==> src/rtl/winograd_tile_buffer_pkg.sv <==
// Shared constants, FSM encoding and tile packing helpers for the Winograd
// F(2x2,3x3) input-tile buffer. The packing helpers are the single source of
// truth for where pixel (r,c) lives inside a flattened 4x4 tile word.
package winograd_tile_buffer_pkg;

  localparam int OUT_N       = 2;                   // output tile edge
  localparam int FILT_N      = 3;                   // filter edge
  localparam int TILE_N      = OUT_N + FILT_N - 1;  // input tile edge (4)
  localparam int TILE_STRIDE = OUT_N;               // tile origin step (2)

  typedef enum logic [1:0] {
    ST_FILL = 2'd0,
    ST_LOAD = 2'd1,
    ST_EMIT = 2'd2
  } state_e;

  // Element slot of pixel (r,c) in a [TILE_N*TILE_N-1:0][DW-1:0] tile; row 0
  // lands in the most significant slots.
  function automatic int tile_slot(input int r, input int c);
    return TILE_N*TILE_N - 1 - (TILE_N*r + c);
  endfunction

  // MSB bit position of pixel (r,c) in a flat TILE_N*TILE_N*dw tile word.
  function automatic int tile_msb(input int r, input int c, input int dw);
    return dw*(tile_slot(r, c) + 1) - 1;
  endfunction

endpackage

==> src/rtl/winograd_tile_buffer_if.sv <==
// Pixel-in / tile-out stream bundle of the tile buffer.
//   in_valid/in_data/in_ready        : raster pixel stream, one DW pixel per beat
//   tile_valid/tile_data/tile_ready  : 4x4 tile stream, 16*DW bits per beat
//   tile_row/tile_col                : tile indices (origin = 2*index)
//   frame_done                       : one-cycle pulse after a frame's last tile
// slave = buffer side, master = feeder/consumer side.
interface winograd_tile_buffer_if #(
  parameter int DW = 8
);
  logic            in_valid;
  logic [DW-1:0]   in_data;
  logic            in_ready;
  logic            tile_valid;
  logic [16*DW-1:0] tile_data;
  logic            tile_ready;
  logic [7:0]      tile_row;
  logic [7:0]      tile_col;
  logic            frame_done;

  modport master (
    output in_valid, in_data, tile_ready,
    input  in_ready, tile_valid, tile_data, tile_row, tile_col, frame_done
  );

  modport slave (
    input  in_valid, in_data, tile_ready,
    output in_ready, tile_valid, tile_data, tile_row, tile_col, frame_done
  );
endinterface

==> src/rtl/winograd_tile_buffer_row_buf.sv <==
// 4-row x IMG_W pixel line store for the tile buffer.
//   clk                 : write clock
//   we/wr_row/wr_col/wr_data : single pixel write port (row = image row mod 4)
//   rd_row/rd_col       : buffer row holding the window's top row, window left col
//   rd_tile             : combinational 4x4 window, packed row 0 in MSB slots
// Contents are not reset; every location is written before it is read.
module winograd_tile_buffer_row_buf
  import winograd_tile_buffer_pkg::*;
#(
  parameter int IMG_W = 8,
  parameter int DW    = 8,
  parameter int CW    = $clog2(IMG_W)
) (
  input  logic                                clk,
  input  logic                                we,
  input  logic [1:0]                          wr_row,
  input  logic [CW-1:0]                       wr_col,
  input  logic [DW-1:0]                       wr_data,
  input  logic [1:0]                          rd_row,
  input  logic [CW-1:0]                       rd_col,
  output logic [TILE_N*TILE_N-1:0][DW-1:0]    rd_tile
);

  logic [TILE_N-1:0][IMG_W-1:0][DW-1:0] mem_q;

  always_ff @(posedge clk) begin
    if (we) mem_q[wr_row][wr_col] <= wr_data;
  end

  // Window rows wrap modulo 4 so the band can slide by two rows without
  // moving data; the two oldest rows are simply overwritten in place.
  for (genvar r = 0; r < TILE_N; r++) begin : g_r
    for (genvar c = 0; c < TILE_N; c++) begin : g_c
      localparam int SLOT = tile_slot(r, c);
      logic [1:0]    rr;
      logic [CW-1:0] cc;
      assign rr = rd_row + 2'(r);
      assign cc = rd_col + CW'(c);
      assign rd_tile[SLOT] = mem_q[rr][cc];
    end
  end

endmodule

==> src/rtl/winograd_tile_buffer.sv <==
// Raster pixel stream -> overlapping 4x4 stride-2 tiles for a Winograd
// F(2x2,3x3) stage. Buffers a 4-row band, then emits the band's tiles one per
// handshake, then refills two rows for the next band.
//   clk, rstn : clock, asynchronous active-low reset
//   bus       : stream bundle (slave side), see winograd_tile_buffer_if
// Fill and emit are mutually exclusive: in_ready is low for the whole
// LOAD/EMIT span.
module winograd_tile_buffer
  import winograd_tile_buffer_pkg::*;
#(
  parameter int IMG_W = 8,
  parameter int IMG_H = 8,
  parameter int DW    = 8
) (
  input  logic                  clk,
  input  logic                  rstn,
  winograd_tile_buffer_if.slave bus
);

  localparam int CW = $clog2(IMG_W);
  localparam int TX = IMG_W/TILE_STRIDE - 1;   // tiles per band
  localparam int TY = IMG_H/TILE_STRIDE - 1;   // bands per frame
  localparam int TW = TILE_N*TILE_N*DW;

  state_e          state_q, state_d;
  logic            in_ready_q, in_ready_d;
  logic            tile_valid_q, tile_valid_d;
  logic [TW-1:0]   tile_data_q, tile_data_d;
  logic [7:0]      ty_q, ty_d;
  logic [7:0]      tx_q, tx_d;
  logic            frame_done_q, frame_done_d;
  logic [CW-1:0]   col_q, col_d;      // write column
  logic [1:0]      wrow_q, wrow_d;    // write row = image row mod 4
  logic [1:0]      rcnt_q, rcnt_d;    // rows completed in current band

  logic            wr_en;
  logic [7:0]      rd_tx;
  logic [1:0]      rd_row;
  logic [CW-1:0]   rd_col;
  logic [TILE_N*TILE_N-1:0][DW-1:0] win;

  // Window top row is image row 2*ty, i.e. buffer row (2*ty) mod 4.
  assign rd_row = {ty_q[0], 1'b0};
  assign rd_col = CW'({rd_tx, 1'b0});

  winograd_tile_buffer_row_buf #(
    .IMG_W (IMG_W),
    .DW    (DW),
    .CW    (CW)
  ) u_row_buf (
    .clk     (clk),
    .we      (wr_en),
    .wr_row  (wrow_q),
    .wr_col  (col_q),
    .wr_data (bus.in_data),
    .rd_row  (rd_row),
    .rd_col  (rd_col),
    .rd_tile (win)
  );

  always_comb begin
    state_d      = state_q;
    tile_valid_d = tile_valid_q;
    tile_data_d  = tile_data_q;
    ty_d         = ty_q;
    tx_d         = tx_q;
    col_d        = col_q;
    wrow_d       = wrow_q;
    rcnt_d       = rcnt_q;
    frame_done_d = 1'b0;
    wr_en        = 1'b0;
    rd_tx        = tx_q;

    unique case (state_q)
      ST_FILL: begin
        if (bus.in_valid && in_ready_q) begin
          wr_en = 1'b1;
          if (col_q == CW'(IMG_W-1)) begin
            col_d  = '0;
            wrow_d = wrow_q + 2'd1;
            // First band of a frame (ty==0) needs 4 rows, later bands 2.
            if (rcnt_q == ((ty_q == 8'd0) ? 2'd3 : 2'd1)) begin
              rcnt_d  = 2'd0;
              state_d = ST_LOAD;
            end else begin
              rcnt_d = rcnt_q + 2'd1;
            end
          end else begin
            col_d = col_q + CW'(1);
          end
        end
      end

      ST_LOAD: begin
        rd_tx        = 8'd0;
        tile_data_d  = win;
        tile_valid_d = 1'b1;
        tx_d         = 8'd0;
        state_d      = ST_EMIT;
      end

      ST_EMIT: begin
        if (bus.tile_ready) begin
          if (tx_q != 8'(TX-1)) begin
            // Preload the next tile on the handshake edge: 1 tile/cycle.
            rd_tx       = tx_q + 8'd1;
            tx_d        = tx_q + 8'd1;
            tile_data_d = win;
          end else begin
            tile_valid_d = 1'b0;
            tx_d         = 8'd0;
            state_d      = ST_FILL;
            if (ty_q != 8'(TY-1)) begin
              ty_d = ty_q + 8'd1;
            end else begin
              ty_d         = 8'd0;
              wrow_d       = 2'd0;  // next frame restarts at buffer row 0
              frame_done_d = 1'b1;
            end
          end
        end
      end

      default: state_d = ST_FILL;
    endcase

    in_ready_d = (state_d == ST_FILL);
  end

  always_ff @(posedge clk or negedge rstn) begin
    if (!rstn) begin
      state_q      <= ST_FILL;
      in_ready_q   <= 1'b0;
      tile_valid_q <= 1'b0;
      tile_data_q  <= '0;
      ty_q         <= 8'd0;
      tx_q         <= 8'd0;
      frame_done_q <= 1'b0;
      col_q        <= '0;
      wrow_q       <= 2'd0;
      rcnt_q       <= 2'd0;
    end else begin
      state_q      <= state_d;
      in_ready_q   <= in_ready_d;
      tile_valid_q <= tile_valid_d;
      tile_data_q  <= tile_data_d;
      ty_q         <= ty_d;
      tx_q         <= tx_d;
      frame_done_q <= frame_done_d;
      col_q        <= col_d;
      wrow_q       <= wrow_d;
      rcnt_q       <= rcnt_d;
    end
  end

  assign bus.in_ready   = in_ready_q;
  assign bus.tile_valid = tile_valid_q;
  assign bus.tile_data  = tile_data_q;
  assign bus.tile_row   = ty_q;
  assign bus.tile_col   = tx_q;
  assign bus.frame_done = frame_done_q;

endmodule

==> src/flat_wrapper.sv <==
// flat-port wrapper written by rule: the top's interface ports become plain ports
module winograd_tile_buffer_flat import winograd_tile_buffer_pkg::*;
#(
  parameter int IMG_W = 8,
  parameter int IMG_H = 8,
  parameter int DW    = 8
)
  (clk, rstn, bus_in_valid, bus_in_data, bus_tile_ready, bus_in_ready, bus_tile_valid, bus_tile_data, bus_tile_row, bus_tile_col, bus_frame_done);
  winograd_tile_buffer_if #(.DW(DW)) bus_i ();
  input  logic clk;
  input  logic rstn;
  input wire logic [$bits(bus_i.in_valid)-1:0] bus_in_valid;
  input wire logic [$bits(bus_i.in_data)-1:0] bus_in_data;
  input wire logic [$bits(bus_i.tile_ready)-1:0] bus_tile_ready;
  output wire logic [$bits(bus_i.in_ready)-1:0] bus_in_ready;
  output wire logic [$bits(bus_i.tile_valid)-1:0] bus_tile_valid;
  output wire logic [$bits(bus_i.tile_data)-1:0] bus_tile_data;
  output wire logic [$bits(bus_i.tile_row)-1:0] bus_tile_row;
  output wire logic [$bits(bus_i.tile_col)-1:0] bus_tile_col;
  output wire logic [$bits(bus_i.frame_done)-1:0] bus_frame_done;
  assign bus_i.in_valid = bus_in_valid;
  assign bus_i.in_data = bus_in_data;
  assign bus_i.tile_ready = bus_tile_ready;
  assign bus_in_ready = bus_i.in_ready;
  assign bus_tile_valid = bus_i.tile_valid;
  assign bus_tile_data = bus_i.tile_data;
  assign bus_tile_row = bus_i.tile_row;
  assign bus_tile_col = bus_i.tile_col;
  assign bus_frame_done = bus_i.frame_done;
  winograd_tile_buffer #(.IMG_W(IMG_W), .IMG_H(IMG_H), .DW(DW)) u_core (.clk(clk), .rstn(rstn), .bus(bus_i));
endmodule
==> config.mk <==
export PLATFORM = sky130hd
export DESIGN_NAME = winograd_tile_buffer_flat
export DESIGN_NICKNAME = d
export VERILOG_FILES = /design/src/rtl/winograd_tile_buffer_pkg.sv /design/src/rtl/winograd_tile_buffer_if.sv /design/src/rtl/winograd_tile_buffer_row_buf.sv /design/src/rtl/winograd_tile_buffer.sv /design/src/flat_wrapper.sv
export SDC_FILE = /design/constraint.sdc
export NUM_CORES = 1
export LEC_CHECK = 0
export CAP_MARGIN = 20
export CORE_MARGIN = 1
export CORE_UTILIZATION = 30
export DETAILED_ROUTE_END_ITERATION = 7
export SLEW_MARGIN = 10
export SYNTH_ARGS = -nofsm -noshare
export SYNTH_HDL_FRONTEND = slang
export SYNTH_SLANG_ARGS = --single-unit
==> constraint.sdc <==
create_clock -name clk -period 3.1 [get_ports clk]
set_input_delay 0.31 -clock clk [delete_from_list [all_inputs] [get_ports clk]]
set_output_delay 0.31 -clock clk [all_outputs]
set_load 0.02 [all_outputs]
---- After elaboration in Yosys (flattened, before gate mapping) ----
Cells that the tools add are included.
storage, ports and cells
  bits in registers ....................... 412
  output and inout bits ................... 147
  input port bits ......................... 12
  latch bits .............................. 0
  memories kept ........................... 0
  logic and storage cells ................. 172
  bits in writable memories ............... 0
  bits in read-only memories .............. 0
operators by class
  shifts and indexed selects .............. 0
  divide/modulo/power cells ............... 0
  bitwise gates (word level) .............. 1
  $mul .................................... 0
  reduce and logical (&&, ||, !) cells .... 15
  order comparisons ....................... 12
  mux-type cells .......................... 79
  $add $sub $neg .......................... 11
  equality and inequality tests ........... 12
operators with widths
  cell                                                        count
  binary-select mux 64 bit (select 2 bit)                     3
  2-to-1 mux 64 bit                                           6
  binary-select mux 8 bit (select 3 bit)                      12
  bitwise mux 256 bit                                         1
  2-to-1 mux 128 bit                                          2
  case mux 128 bit (2 select lines)                           1
  2-to-1 mux 8 bit                                            20
  demux 64 bit (select 2 bit)                                 1
  binary-select mux 8 bit (select 2 bit)                      4
  2-to-1 mux 2 bit                                            14
  demux 8 bit (select 3 bit)                                  1
  less-than comparator 3 x 4 -> 1 bit, second input constant  5
  adder 8 x 1 -> 8 bit, second input constant                 2
  != test 8 x 2 -> 1 bit, second input constant               2
  case mux 8 bit (2 select lines)                             1
  less-than comparator 2 x 3 -> 1 bit, second input constant  5
  AND reduction 3 bit                                         4
  logical NOT 8 bit                                           1
  2-to-1 mux 1 bit                                            8
  case mux 2 bit (2 select lines)                             2
  adder 2 x 1 -> 2 bit, second input constant                 3
  adder 3 x 1 -> 3 bit, second input constant                 2
  adder 3 x 2 -> 3 bit, second input constant                 2
  != test 2 x 1 -> 1 bit, second input constant               3
  17 further kinds                                            25

---- Depth between registers and ports, before layout ----
  word-level depth ........................ 10
  gate-level depth with buffers ........... 13
  gate-level depth less buffers ........... 10

---- Cells and area by module ----
Synthesis repeated with hierarchy kept, for this count alone.
unflattened totals
  cells, all modules ...................... 1798
  area total of the unflattened synthesis .. 26654.3 um2
by module, submodules not included
  module                        area each (um2)  instances  seq. area each (um2)  cells an instance
  winograd_tile_buffer_row_buf  19697.6          1          7687.4                1354
  winograd_tile_buffer          6956.7           1          3903.7                444

---- Worst setup path before layout ----
Ideal clock, no wire load.
  path type ............................... reg2reg
  start point ............................. register u_core.tx_q[0], in the netlist u_core.bus.tile_col[0]
  end point ............................... register u_core.tile_data_q[100], in the netlist u_core.bus.tile_data[100]
  data arrival time ....................... 3.010 ns
  clock period less this slack ............ 3.091 ns
  path slack .............................. 0.009 ns
  required time ........................... 3.018 ns
  buffers on the path ..................... 3
  cell stages (with the launch flop) ...... 14
  cell sequence ........................... dfrtp_1 > inv_1 > ha_1 > nor3b_1 > and2_1 > inv_1 > ha_1 > or3_1 > clkbuf_1 > nand2_1 > buf_2 > buf_1 > o211ai_1 > a31oi_1
between the ends
  word-level cells in the longest chain between the ends .. 10
RTL lines
  element                                                                RTL line                                                  RTL
  start, declared                                                        winograd_tile_buffer.sv:30                                logic [7:0] tx_q, tx_d;
  start signal, assigned                                                 winograd_tile_buffer.sv:148                               tx_q <= tx_d;
  adder 8 x 1 -> 8 bit / != test 8 x 2 -> 1 bit (equally long branches)  winograd_tile_buffer.sv:106, winograd_tile_buffer.sv:104
  2-to-1 mux 2 bit                                                       winograd_tile_buffer.sv:104                               if (tx_q != 8'(TX-1)) begin
  2-to-1 mux 2 bit                                                       winograd_tile_buffer.sv:103                               if (bus.tile_ready) begin
  case mux 2 bit (2 select lines)                                        winograd_tile_buffer.sv:74                                unique case (state_q)
  adder 3 x 2 -> 3 bit                                                   winograd_tile_buffer_row_buf.sv:38                        assign cc = rd_col + CW'(c);
  binary-select mux 8 bit (select 3 bit)                                 winograd_tile_buffer_row_buf.sv:39                        assign rd_tile[SLOT] = mem_q[rr][cc];
  2-to-1 mux 8 bit (not written as such)                                 winograd_tile_buffer_row_buf.sv:39
  2-to-1 mux 128 bit                                                     winograd_tile_buffer.sv:104
  2-to-1 mux 128 bit                                                     winograd_tile_buffer.sv:103
  case mux 128 bit (2 select lines)                                      winograd_tile_buffer.sv:74
  end signal, assigned                                                   winograd_tile_buffer.sv:146                               tile_data_q <= tile_data_d;
  end, declared                                                          winograd_tile_buffer.sv:28                                logic [TW-1:0] tile_data_q, tile_data_d;
Parallel ways exist; a longest one is shown, timed or not. The select of a mux whose other input is x is not followed.
A chain may end at the register's enable or synchronous reset.

---- Worst setup path in the final report ----
  start point ............................. register u_core.tx_q[0], in the netlist u_core.bus.tile_col[0]
  end point ............................... register u_core.tile_data_q[4], in the netlist u_core.bus.tile_data[4]
Same word-level chain as after synthesis.

==> impl_summary.md <==
Synthesis
The number of flops mapped to enable cells by yosys is 256. The share of the Yosys chip area taken by registers is approximately 56%. The netlist uses 60 different library cells. A synthesized cell averages between 10 and 15 sq um. By area the synthesized netlist is led by sky130_fd_sc_hd__edfxtp_1 37%, sky130_fd_sc_hd__dfrtp_1 19%, sky130_fd_sc_hd__mux2i_1 12%, sky130_fd_sc_hd__mux2_2 3.6%, sky130_fd_sc_hd__nand3_1 3.1%. In the synthesized netlist the dominant register cell turns out to be sky130_fd_sc_hd__edfxtp_1. Counting every instance in the synthesized netlist gives between 1500 and 2000. The top cell type by area accounts for a little under two fifths of the synthesized area. The fraction of registers with async set or reset after synthesis is around 38%.

The area of the mapped netlist is 20600 sq um. Yosys printed 0 warnings. The flip-flop and latch count after synthesis is 412.

The total nets after synthesis is 1752. The largest total area in the synthesized netlist belongs to sky130_fd_sc_hd__edfxtp_1.

Drt
In the final routed layout, each cell accounts on average for 23.73 microns. The via total after detailed routing is 15830. The residual antenna-violating net count after detailed routing is 0. After detailed routing, the number of remaining DRC violations is 0.

The first-pass iteration count of the detailed router is 6. In the routed layout, each cell is associated on average with a via count of between 5 and 6. After the first detailed-routing iteration, the DRC count stood at around 1500.

The routed design has approximately 66000 microns of wire.

Finish
Once layout is complete, the cells apart from fillers number 2790. Summing all non-filler instances in the final layout gives an area of about 25000 sq um. In the final layout, the share of cells above drive strength 1 is a little over an eighth. The signed area change from the synthesized netlist to the final layout is 22.64%. The repair_antennas step left the layout with diodes totalling 0. The final standard cell utilization of the core is between 30% and 40%.

For this run, the post-layout net count is about 1900.

STA
Setup violations remaining at the end of the flow were counted as 0. Adding up every negative setup slack in the final design gives 0 ns. The transition time at the pin with the least slew margin is 0.8004 ns.

Clock skew on the completed layout was measured at ~0.031 ns. The max-slew violation count came to 0. The hold slack is 0.3618 ns.

Setup repair after global routing could not meet its margin everywhere. The time the final worst path needs with I/O delays and setup is between 2 and 3 ns. The headroom to the max-slew limit is a little under half.

The final critical path takes up 93.56% of the cycle. The number of hold-slack violations in the final timing report is 0. For this run, the top clock speed supported by timing is 344.8 MHz.

Setup path
The worst setup path is launched from a flop. The worst reg-to-reg setup slack is roughly 0.2 ns. Data arrives at the worst endpoint at 3.34 ns.

The largest driver fanout on the critical path is 67. The endpoint type of the worst setup path is a flop. The data required time at the worst endpoint is ~3.5 ns. By startpoint and endpoint, the worst setup path is classified as reg -> reg.

Floorplan
The core region is between 60000 and 70000 sq um. The floorplan row count is 95. The die covers around 70000 sq um.

The boundary pin count is 159. The die width is 264.0 microns. For this configuration, the core starts out at a cell density of 30.51%. In this run the vertical extent of the chip is 264.0 microns.

Global route
The first-pass GRT wire length is 99820 microns. The via count of the first global-routing pass was approximately 16000. For this run, the total global-route usage over all layers was measured as a little under a fifth. After global routing the overflow that remains totals 0. The number of antenna violations at the first check in global routing is 1. The largest net degree at the start of global routing is just over 80.

Clocking
The buffer type at the clock tree root is sky130_fd_sc_hd__clkbuf_16. Clock latency on the worst-skew pair, taken at its later pin, is roughly 0.6 ns. The clock sink count is ~410. The maximum clock insertion buffer count is 3. In this run, CTS created clock tree buffers numbering 46. The number of H-tree levels is 2.

The TritonCTS clock tree is built. The clock slew at the register clock pins of the worst setup and hold paths is approximately 0.06 ns. The number of setup buffers added after CTS is 0.

Placement
The post-detailed-placement half-perimeter wirelength is ~42000 microns. The placer's final routability congestion estimate is 0.7993. The total placed cells including tap cells is between 2000 and 3000. Once placement finished, the instance area stood at roughly 24000 sq um. The number of port buffers is 158.

Hold path
The type of the most critical hold path is in -> async.

Status
The flow ran to the end, and the final reports show no timing, DRC or antenna violations.

Power and ir drop
The leakage component of the power is roughly 10 nW. Of the total power, the share spent switching nets is approximately two fifths. The clock share of power is between 20 and 25%.

The portion of total power attributed to combinational logic is roughly half. Internal power comes to 0.01566 W. The sequential group share of total power is 29.7%. The power per cell area is 1068 nW/um^2. Across the VDD grid, the largest voltage drop is between 0.9 and 1 mV.

The net switching power is between 0.01 and 0.015 W.

Job
The max-cap check violation count is 0.
==> Yosys cell counts (5+ instances only) <==
| library cell | number |
|---|---|
| sky130_fd_sc_hd__nor2_1 | 111 |
| sky130_fd_sc_hd__dfrtp_1 | 156 |
| sky130_fd_sc_hd__ha_1 | 16 |
| sky130_fd_sc_hd__o21ai_0 | 124 |
| sky130_fd_sc_hd__o221ai_1 | 10 |
| sky130_fd_sc_hd__o211ai_1 | 60 |
| sky130_fd_sc_hd__buf_4 | 9 |
| sky130_fd_sc_hd__nor3_1 | 8 |
| sky130_fd_sc_hd__nand3_1 | 126 |
| sky130_fd_sc_hd__mux2_2 | 65 |
| sky130_fd_sc_hd__buf_1 | 8 |
| sky130_fd_sc_hd__a21oi_1 | 67 |
| sky130_fd_sc_hd__a31oi_1 | 66 |
| sky130_fd_sc_hd__mux2i_1 | 251 |
| sky130_fd_sc_hd__clkbuf_1 | 104 |
| sky130_fd_sc_hd__o21ai_1 | 7 |
| sky130_fd_sc_hd__nand2_1 | 38 |
| sky130_fd_sc_hd__buf_2 | 35 |
| sky130_fd_sc_hd__inv_1 | 12 |
| sky130_fd_sc_hd__a221oi_1 | 5 |
| sky130_fd_sc_hd__edfxtp_1 | 256 |
| sky130_fd_sc_hd__xnor2_1 | 7 |
| sky130_fd_sc_hd__mux2_1 | 5 |
| sky130_fd_sc_hd__a211o_1 | 6 |
| sky130_fd_sc_hd__a221o_1 | 59 |
| sky130_fd_sc_hd__a211oi_1 | 59 |
| sky130_fd_sc_hd__and3_1 | 5 |
==> cell type report <==
cell class	count	area (sq um)
sequential	412	11590
multi-input combinational	1142	8337
timing repair buffer	265	2689
clock buffer	57	1264
clock inverter	29	241.5
fill	6405	42250
inverter	12	45.04
tap	873	1092
==> critical path, cell delays in order (launching register included) <==
cell and delay [ns]:
sky130_fd_sc_hd__dfrtp_1 0.38, sky130_fd_sc_hd__inv_1 0.09, sky130_fd_sc_hd__ha_1 0.17, sky130_fd_sc_hd__nor3b_2 0.19, sky130_fd_sc_hd__and2_1 0.18, sky130_fd_sc_hd__inv_1 0.09
sky130_fd_sc_hd__ha_1 0.31, sky130_fd_sc_hd__or3_2 0.54, sky130_fd_sc_hd__buf_12 0.26, sky130_fd_sc_hd__o211ai_1 0.19, sky130_fd_sc_hd__buf_4 0.21, sky130_fd_sc_hd__o221ai_1 0.14
==> kinds of logic (layout without fill, tap and decap cells) <==
logic type / after synthesis / after routing / synth area share [%]
simple gates: 313 / 313 / 7.064
fa+ha+maj: 16 / 16 / 0.9719
xor+xnor: 8 / 8 / 0.3402
buf+inv: 170 / 363 / 3.547
compound gates: 484 / 484 / 15.78
mux: 321 / 321 / 16.02
flops: 412 / 412 / 56.27
==> path summary, 6_finish.rpt <==
check | start | end | cells past startpoint
worst min register to register | u_core.rcnt_q[0] | u_core.rcnt_q[0] | 1
min in group clk | u_core.rcnt_q[0] | u_core.rcnt_q[0] | 1
max in group asynchronous | rstn | u_core.bus.tile_data[17] | 3
worst min-delay path | rstn | u_core.bus.tile_data[52] | 2
worst max-delay path | u_core.bus.tile_col[0] | u_core.bus.tile_data[4] | 11
worst max register to register | u_core.bus.tile_col[0] | u_core.bus.tile_data[4] | 11
==> layer usage <==
metal | vias up | global-route usage, % | share of wire, %
met4 | 0 | 5.955 | 2.6
met3 | 122 | 3.729 | 7.4
met1 | 7987 | 24.97 | 43
met5 | - | 0 | 0
li1 | 7003 | - | -
met2 | 717 | 30.43 | 47
==> stage by stage <==
stage	setup slack, ns	power (W)
2_1_floorplan	0.008573	0.01612
3_3_place_gp	0.2098	0.02124
3_5_place_dp	0.1005	0.02151
4_1_cts	0.08768	0.02701
5_1_grt	-0.0003733	0.02831
6_report	0.1996	0.02697
==> power by group through the flow <==
stage                     Clock [W]  Combinational, W  Sequential [W]
after floorplan                   0           0.00751         0.00861
after global placement            0            0.0131         0.00811
after detailed placement          0            0.0134         0.00811
after CTS                   0.00557            0.0134         0.00803
after global routing        0.00578            0.0144         0.00814
final                       0.00547            0.0135         0.00802
==> cell usage in the layout, fill, tap and decap left out, types with 4 or more instances in the layout <==
cell type	synthesis	layout
sky130_fd_sc_hd__clkinv_2	0	10
sky130_fd_sc_hd__ha_1	16	16
sky130_fd_sc_hd__buf_4	9	82
sky130_fd_sc_hd__and3_1	5	5
sky130_fd_sc_hd__mux2i_1	251	251
sky130_fd_sc_hd__nand4_1	4	4
sky130_fd_sc_hd__a31oi_1	66	66
sky130_fd_sc_hd__a221o_1	59	59
sky130_fd_sc_hd__buf_12	0	24
sky130_fd_sc_hd__clkdlybuf4s50_1	0	157
sky130_fd_sc_hd__nand2_1	38	37
sky130_fd_sc_hd__o21ai_0	124	124
sky130_fd_sc_hd__clkinv_1	0	10
sky130_fd_sc_hd__clkbuf_16	0	47
sky130_fd_sc_hd__xnor2_1	7	7
sky130_fd_sc_hd__edfxtp_1	256	256
sky130_fd_sc_hd__a211o_1	6	5
sky130_fd_sc_hd__mux2_1	5	5
sky130_fd_sc_hd__nor2_1	111	110
sky130_fd_sc_hd__o211ai_1	60	60
sky130_fd_sc_hd__mux2_2	65	65
sky130_fd_sc_hd__dfrtp_1	156	155
sky130_fd_sc_hd__a221oi_1	5	5
sky130_fd_sc_hd__o21ai_1	7	6
sky130_fd_sc_hd__a211oi_1	59	59
sky130_fd_sc_hd__nand3b_1	4	4
sky130_fd_sc_hd__inv_1	12	12
sky130_fd_sc_hd__o221ai_1	10	10
sky130_fd_sc_hd__clkbuf_1	104	5
sky130_fd_sc_hd__a21oi_1	67	67
sky130_fd_sc_hd__nand3_1	126	126
sky130_fd_sc_hd__nor3_1	8	7
sky130_fd_sc_hd__clkbuf_8	0	5
==> registers in the layout, indices dropped and copies added (netlist names) <==
name,flops
u_core.state_q,2
u_core.rcnt_q,2
u_core.bus.tile_row,8
u_core.bus.in_ready,1
u_core.u_row_buf.mem_q,256
u_core.bus.frame_done,1
u_core.bus.tile_valid,1
u_core.bus.tile_col,8
u_core.bus.tile_data,128
u_core.wrow_q,2
u_core.col_q,3
==> what timing repair did <==
action	in CTS	in global routing
hold buffers	1	0
endpoints found under the setup margin	0	109
gates resized for setup	0	1
endpoints found under the hold margin	69	0
Power figures use the tool's default switching activity.
